[config.mk]
export PLATFORM = sky130hd
export DESIGN_NAME = mem_access_unit
export DESIGN_NICKNAME = d
export VERILOG_FILES = /design/src/rtl/mem_access_pkg.sv /design/src/rtl/mem_align.sv /design/src/rtl/mem_access_unit.sv
export SDC_FILE = /design/constraint.sdc
export NUM_CORES = 1
export LEC_CHECK = 0
export ABC_AREA = 0
export CORE_MARGIN = 4
export CORE_UTILIZATION = 45
export CTS_BUF_LIST = sky130_fd_sc_hd__clkbuf_4 sky130_fd_sc_hd__clkbuf_8
export CTS_CLUSTER_DIAMETER = 100
export DETAILED_ROUTE_END_ITERATION = 12
export GPL_ROUTABILITY_DRIVEN = 1
export PLACE_DENSITY = 0.92
export SKIP_CTS_REPAIR_TIMING = 1
export SLEW_MARGIN = 20
export SYNTH_ARGS = -nofsm -noshare
export SYNTH_HDL_FRONTEND = slang
export SYNTH_HIERARCHICAL = 1
export SYNTH_SLANG_ARGS = --single-unit
[constraint.sdc]
create_clock -name m_clock -period 2.4 [get_ports m_clock]
set_clock_uncertainty 0.05 [all_clocks]
set_input_delay 0.48 -clock m_clock [delete_from_list [all_inputs] [get_ports m_clock]]
set_output_delay 0.48 -clock m_clock [all_outputs]
set_load 0.03 [all_outputs]
[src/rtl/mem_access_pkg.sv]
// Shared definitions for the memory access unit: size codes, FSM encoding,
// default RAM capacity.
package mem_access_pkg;

   localparam int MEM_CAPACITY_DEFAULT = 4096;

   localparam logic [1:0] SZ_BYTE = 2'b00;
   localparam logic [1:0] SZ_HALF = 2'b01;
   localparam logic [1:0] SZ_WORD = 2'b10;

   typedef enum logic [1:0] {
      IDLE  = 2'd0,
      READ  = 2'd1,
      WRITE = 2'd2,
      RESP  = 2'd3
   } state_e;

endpackage

[src/rtl/mem_align.sv]
// Load extraction (byte/half/word with sign or zero extension) and
// read-modify-write merge of store data into the captured RAM word.
module mem_align
   import mem_access_pkg::*;
(
   input  logic [31:0] word_i,
   input  logic [1:0]  size_i,
   input  logic        uns_i,
   input  logic [31:0] wdata_i,
   output logic [31:0] load_o,
   output logic [31:0] merge_o
);

   // Size-dependent extraction and merge; low lanes always hold the access.
   always_comb begin
      load_o  = word_i;
      merge_o = wdata_i;
      case (size_i)
         SZ_BYTE: begin
            load_o  = uns_i ? {24'h0, word_i[7:0]} : {{24{word_i[7]}}, word_i[7:0]};
            merge_o = {word_i[31:8], wdata_i[7:0]};
         end
         SZ_HALF: begin
            load_o  = uns_i ? {16'h0, word_i[15:0]} : {{16{word_i[15]}}, word_i[15:0]};
            merge_o = {word_i[31:16], wdata_i[15:0]};
         end
         default: begin
            load_o  = word_i;
            merge_o = wdata_i;
         end
      endcase
   end

endmodule

[src/rtl/mem_access_unit.sv]
// Single-request load/store unit in front of a little-endian RAM.
// Stores are read-modify-write so byte/half stores keep neighbouring lanes.
//
// state | meaning
// IDLE  | ready for a request; bad requests go straight to RESP
// READ  | addr_r driven, RAM word captured at end of cycle
// WRITE | one-cycle write of the merged word (stores only)
// RESP  | response held until resp_ready
module mem_access_unit
   import mem_access_pkg::*;
#(
   parameter int MEM_CAPACITY = MEM_CAPACITY_DEFAULT
) (
   input  logic        m_clock,
   input  logic        p_reset,
   input  logic        req_valid,
   output logic        req_ready,
   input  logic        req_we,
   input  logic [1:0]  req_size,
   input  logic        req_unsigned,
   input  logic [31:0] req_addr,
   input  logic [31:0] req_wdata,
   output logic        resp_valid,
   input  logic        resp_ready,
   output logic [31:0] resp_rdata,
   output logic        resp_err,
   output logic [31:0] addr_r,
   input  logic [31:0] rdata,
   output logic [31:0] addr_w,
   output logic [31:0] wdata,
   output logic        we
);

   localparam logic [31:0] LAST_WORD = 32'(MEM_CAPACITY - 4);

   state_e      state_q, state_d;
   logic [31:0] addr_q;
   logic [1:0]  size_q;
   logic        store_q;
   logic        uns_q;
   logic [31:0] wdata_q;
   logic        err_q;
   logic [31:0] word_q;
   logic        req_err;
   logic        accept;
   logic [31:0] load_word;
   logic [31:0] merge_word;

   assign accept = (state_q == IDLE) && req_valid;

   // Request legality: reserved size, misalignment, or past the last full word.
   always_comb begin
      req_err = 1'b0;
      case (req_size)
         SZ_BYTE: req_err = 1'b0;
         SZ_HALF: req_err = req_addr[0];
         SZ_WORD: req_err = (req_addr[1:0] != 2'b00);
         default: req_err = 1'b1;
      endcase
      if (req_addr > LAST_WORD) req_err = 1'b1;
   end

   // State register, request latch and RAM word capture.
   always_ff @(posedge m_clock or negedge p_reset) begin
      if (!p_reset) begin
         state_q <= IDLE;
         addr_q  <= '0;
         size_q  <= '0;
         store_q <= 1'b0;
         uns_q   <= 1'b0;
         wdata_q <= '0;
         err_q   <= 1'b0;
         word_q  <= '0;
      end else begin
         state_q <= state_d;
         if (accept) begin
            addr_q  <= req_addr;
            size_q  <= req_size;
            store_q <= req_we;
            uns_q   <= req_unsigned;
            wdata_q <= req_wdata;
            err_q   <= req_err;
         end
         if (state_q == READ) word_q <= rdata;
      end
   end

   mem_align u_align (
      .word_i  (word_q),
      .size_i  (size_q),
      .uns_i   (uns_q),
      .wdata_i (wdata_q),
      .load_o  (load_word),
      .merge_o (merge_word)
   );

   // Next state and all outputs; RAM-side ports are zero outside their state.
   always_comb begin
      state_d    = state_q;
      req_ready  = 1'b0;
      resp_valid = 1'b0;
      resp_err   = 1'b0;
      resp_rdata = '0;
      addr_r     = '0;
      addr_w     = '0;
      wdata      = '0;
      we         = 1'b0;
      case (state_q)
         IDLE: begin
            req_ready = 1'b1;
            if (req_valid) state_d = req_err ? RESP : READ;
         end
         READ: begin
            addr_r  = addr_q;
            state_d = store_q ? WRITE : RESP;
         end
         WRITE: begin
            we      = 1'b1;
            addr_w  = addr_q;
            wdata   = merge_word;
            state_d = RESP;
         end
         RESP: begin
            resp_valid = 1'b1;
            resp_err   = err_q;
            resp_rdata = (err_q || store_q) ? 32'h0 : load_word;
            if (resp_ready) state_d = IDLE;
         end
         default: state_d = IDLE;
      endcase
   end

endmodule

Word-level counts from Yosys, hierarchy flattened

Cells that the tools add are included.

$add $sub $neg: 0
Multipliers: 0
Divide/modulo/power cells: 0
$lt $le $gt $ge: 1
Equal/unequal tests: 8
Shift-type cells: 0
Multiplexer cells: 20
Bitwise logic cells: 0
Reduce and logical (&&, ||, !) cells: 7

Operator list:

| cell                                                                              | count |
|---|---|
| 32-bit two-way mux                                                                | 7 |
| 32-bit one-hot mux with 2 select lines                                            | 2 |
| 32-bit by 12-bit greater-than comparator with 1-bit output, second input constant | 1 |
| 2-bit one-hot mux with 4 select lines                                             | 1 |
| 2-bit by 1-bit equality test with 1-bit output, second input constant             | 3 |
| 2-bit equality test, second input constant                                        | 3 |
| 2-bit zero test                                                                   | 3 |
| 1-bit two-way mux                                                                 | 6 |
| 2-bit two-way mux                                                                 | 3 |
| 2-bit inequality test, second input constant                                      | 2 |
| 1-bit one-hot mux with 3 select lines                                             | 1 |
| 2-bit AND reduction                                                               | 1 |
| 2-bit nonzero test                                                                | 1 |
| 1-bit logical AND                                                                 | 1 |
| 1-bit logical OR                                                                  | 1 |

Register bits after elaboration: 103
Latch bits: 0
Bits in writable memories: 0
Memory bits (read-only): 0
Input port bits: 104
Output and inout port bits: 132
Logic and storage cells: 44
Memories: 0

Longest topological paths before layout

Depth in word-level cells: 6
Gate-level depth with buffers: 8
Gate-level depth less buffers: 6

By module

The synthesis kept the hierarchy.

By module, submodules not included:

| module          | times used | cells an instance | area each (um^2) | sequential area each (um^2) |
|---|---|---|---|---|
| mem_access_unit | 1          | 393               | 5021.1           | 2577.5 |
| mem_align       | 1          | 93                | 725.7            | 0.0 |

Worst setup path after synthesis

Ideal clock, no wire load.

Kind: register to output
From: register state_q[0]
To: output port resp_rdata[0]
Arrival time: 1.719 ns
Required time: 1.870 ns
Path slack: 0.151 ns
Cell stages (with the launch flop): 6
Buffers on the path: 1
Cell sequence: dfrtp_1 -> ha_1 -> inv_1 -> nor3_1 -> clkbuf_1 -> and2_1

Longest elaborated chain between the ends: 2

Ends and longest elaborated chain:

| element                | line                   | source |
|---|---|---|
| start, declared        | mem_access_unit.sv:36  | `state_e state_q, state_d;` |
| start signal, assigned | mem_access_unit.sv:75  | `state_q <= state_d;` |
| 2-bit equality test    | mem_access_unit.sv:108 | `case (state_q)` |
| 32-bit two-way mux     | mem_access_unit.sv:108 |  |
| end, declared          | mem_access_unit.sv:25  | `output logic [31:0] resp_rdata,` |

Every way passes these cells.

Worst setup path in the final report

From: register size_q[1]
To: output port resp_rdata[17]

Longest elaborated chain between the ends: 4
Elaborated cells on any way between the ends: 5
Those cells by class: 1 x eq/ne; 3 x mux; 1 x reduce/logical

Ends and longest elaborated chain:

| element                                                                                  | line                   | source |
|---|---|---|
| start, declared                                                                          | mem_access_unit.sv:38  | `logic [1:0] size_q;` |
| start signal, assigned                                                                   | mem_access_unit.sv:78  | `size_q <= req_size;` |
| 2-bit by 1-bit equality test with 1-bit output / 2-bit zero test (equally long branches) | mem_align.sv:18        | `case (size_i)` |
| 32-bit one-hot mux with 2 select lines (*)                                               | mem_align.sv:18        |  |
| via load_word[17]                                                                        | mem_access_unit.sv:46  | `logic [31:0] load_word;` |
| 32-bit two-way mux (*)                                                                   | mem_access_unit.sv:126 | `resp_rdata = (err_q \|\| store_q) ? 32'h0 : load_word;` |
| 32-bit two-way mux (*)                                                                   | mem_access_unit.sv:108 |  |

The timed path passes the listed nets; every way through them passes the cells marked *.

==> results.toml <==
[timing]
slew_viol_final = 0
hold_viol = 0
setup_viol = 5
tns_ns = -0.125
min_period_ns = 2.45
finalWorstSetupSlack_ns = -0.0500
post-route-period-util_pct = 102
rsz0062_at_grt = "true"
timing.hold.ws_ns = 0.0418
slew_headroom_pct = 63.9
fmax_mhz = 408
tightest_slew_ns = 0.541

[yosys]
synth_fa_ha_area_share_pct = 0.871
synth_warnings = 6
synth_compound_gate_area_share_pct = 3.70
ys_seq_area_share_pct = 44.9
syn_area_per_cell_um2 = 11.8
synth-simple-area-share_pct = 17.6
netlist_area_mm2 = 0.00575
synth_nets = 594
synth.distinct_cells = 33
ys_seq_elements = 103
synthXorXnorAreaFrac_pct = 0
synth_cells = 486
synthMuxAreaShare_pct = 26.6
synth_top_family_by_area = "multiplexers"

[critical_path]
critPathArrivalTime_ns = 1.92
end_kind = "output port"
crit_path_end = "resp_rdata[17]"
ff2ff_path_depth = 5
critical_path.max_fanout = 35
critPathTopFamily = "simple AND/OR/NAND/NOR gates"
crit_cells = 5
r2r_start = "state_q[0]"
crit_type = "register to output port"
reg2reg_slack_ns = 0.39
cp.buffers_inverters = 2
critPathSlowestCell = "dfrtp_1"
cp_cell_sequence = "buf_12 > or2_4 > o21ai_0 > and2_1 > buf_6"
slowest_delay_ns = 0.45
r2r-end = "wdata_q[0]"
worstPathRequired_ns = 1.87
startpoint = "size_q[1]"
start_kind = "register"

[layout]
syn2layout_area_growth_pct = 48.2
antenna_cells = 0
drive_above_1_share_pct = 45.0
nets = 821

[global_routing]
grt_pass1_vias = 4860
grtUsageTotal_pct = 21.5
grt_antenna_before_repair = 0
overflow = 0
grt_pass1_wl_um = 25100
grt_max_degree = 41

[floorplanning]
die-area_mm2 = 0.0146
die_x_um = 121
core_mm2 = 0.0126
start_util_pct = 45.7
row_count = 41
io_pins = 236
die_y_um = 121

[clocking]
numCtsBuffers = 9
cts_sinks = 103
clock_path_buffers = 2
clk_pin_slew_ns = 0.10
clock_tree.root_cell = "clkbuf_8"
h-tree-depth = 3
clk_latency_ns = 0.35
tritoncts = "built"

[power_and_ir_drop]
p_total_w = 0.0111
powerDensity_mw_per_mm2 = 1300
leakage_nw = 4.12
ir_drop_uv = 825

[drt]
vias = 4526
firstDrtPassIters = 4
routedWlPerCell_um = 18.6
ant_nets = 0
detail_route.wirelength_um = 16600
drt_drc_violations_left = 0
vias_per_cell = 5.09
drt_iter0_drc = 203

[placed_design]
place.gp.congestion = 0.820
io_buffers = 235
hpwl_um = 12200

[run_status]
failed_checks = "negative setup slack"
status = "finished with violations"

[job]
cap_violations = 0

[min_path]
hold_path_class = "primary input to asynchronous set/reset pin"
[how the worst min path moves through the flow]
stage	startpoint	end	slack, ns	cells past startpoint
3_5_place_dp	wdata_q[2]	wdata_q[2]	0.44	1
3_3_place_gp	word_q[5]	word_q[5]	0.43	1
4_1_cts	p_reset	word_q[20]	0.05	1
2_1_floorplan	p_reset	addr_q[0]	0.13	0
5_1_grt	p_reset	word_q[20]	0.06	1
6_report	p_reset	word_q[20]	0.04	1
[stage by stage]
stage          setup slack, ns  area (um2)  util (%)  instances
2_1_floorplan            0.151        5750         -        486
6_report               -0.0500        8520      67.8        890
3_5_place_dp            0.0807        7960      63.4        865
5_1_grt                 -0.118        8520      67.8        890
3_3_place_gp             0.116        7960      63.4        865
4_1_cts                 -0.322        8150      64.8        881
[synth_stat cells]
cell,count,area share (%)
and2_4,1,0.15
a21oi_1,1,0.087
o211ai_1,1,0.13
a31oi_1,2,0.22
mux2_4,29,7.6
a21o_1,8,1.0
buf_12,2,0.70
ha_1,4,0.87
nor2_1,5,0.33
buf_6,4,0.78
clkbuf_1,14,0.91
o21ai_0,6,0.52
nor2_2,1,0.11
mux2_2,96,19
and2_1,129,14
nor2b_1,1,0.11
nor4_1,5,0.54
nor4b_4,1,0.41
buf_2,7,0.61
nand2_1,17,1.1
o22ai_1,1,0.11
o21ai_2,5,0.76
or2_1,2,0.22
o21ai_1,5,0.44
mux2i_1,1,0.17
buf_4,20,2.6
nor3_1,3,0.26
nand4_1,3,0.33
dfrtp_1,103,45
buf_8,2,0.52
inv_1,4,0.26
o31ai_1,2,0.26
o21a_1,1,0.13
[layout make-up]
type                    count  area, um2
clock buffers              12        153
clock inverters             4       31.3
fillers                   912       4050
inverters                   4       17.5
multi-input cells         330       2910
flip-flops and latches    103       2580
well taps                 172        215
repair buffers            265       2610
[worst reg2reg max path, cell delays in order, from the launching register on]
cell and delay (ns):
dfrtp_2 0.48, inv_1 0.12, ha_1 0.29, and2_4 0.38
buf_12 0.22, mux2_2 0.36
[cell families after synthesis]
group                    count (synthesis)
AND/OR/NAND/NOR                        168
multiplexers                           126
flip-flops                             103
buffers and inverters                   53
AO/OA/AOI/OAI                           32
adder cells (fa/ha/maj)                  4
[flip-flops by register name (all words and copies together), names as in the netlist]
signal	cells
wdata_q	32
addr_q	32
uns_q	1
err_q	1
state_q	2
size_q	2
word_q	32
store_q	1
[placed cells by master (no fill, tap or decap), drive strengths merged, types with 2 or more instances in the layout]
master and instances:
nor4 5, clkbuf 15, or2 2, ha 4, o31ai 2, mux2 125
and2 130, a21o 8, a31oi 2, nor3 3, nor2 6, clkinvlp 3
o21ai 16, nand4 3, clkdlybuf4s50 103, buf 138, nand2 17, dfrtp 103
dlymetal6s2s 21, inv 4
[routing by layer]
metal	global-route usage, %	up-vias	part of all wire, %
met5	0	-	0
met4	5.88	0	1.9
met3	4.57	28	5.8
met2	38.4	170	52
met1	26.3	2259	40
li1	-	2069	-
[power breakdown]
group | switching [W] | leakage (nW) | internal (W)
registers | 0.000685 | 1.21 | 0.00263
logic | 0.00338 | 2.82 | 0.00335
clock network | 0.000592 | 0.0857 | 0.000432
(Power assumes the default switching activity.)
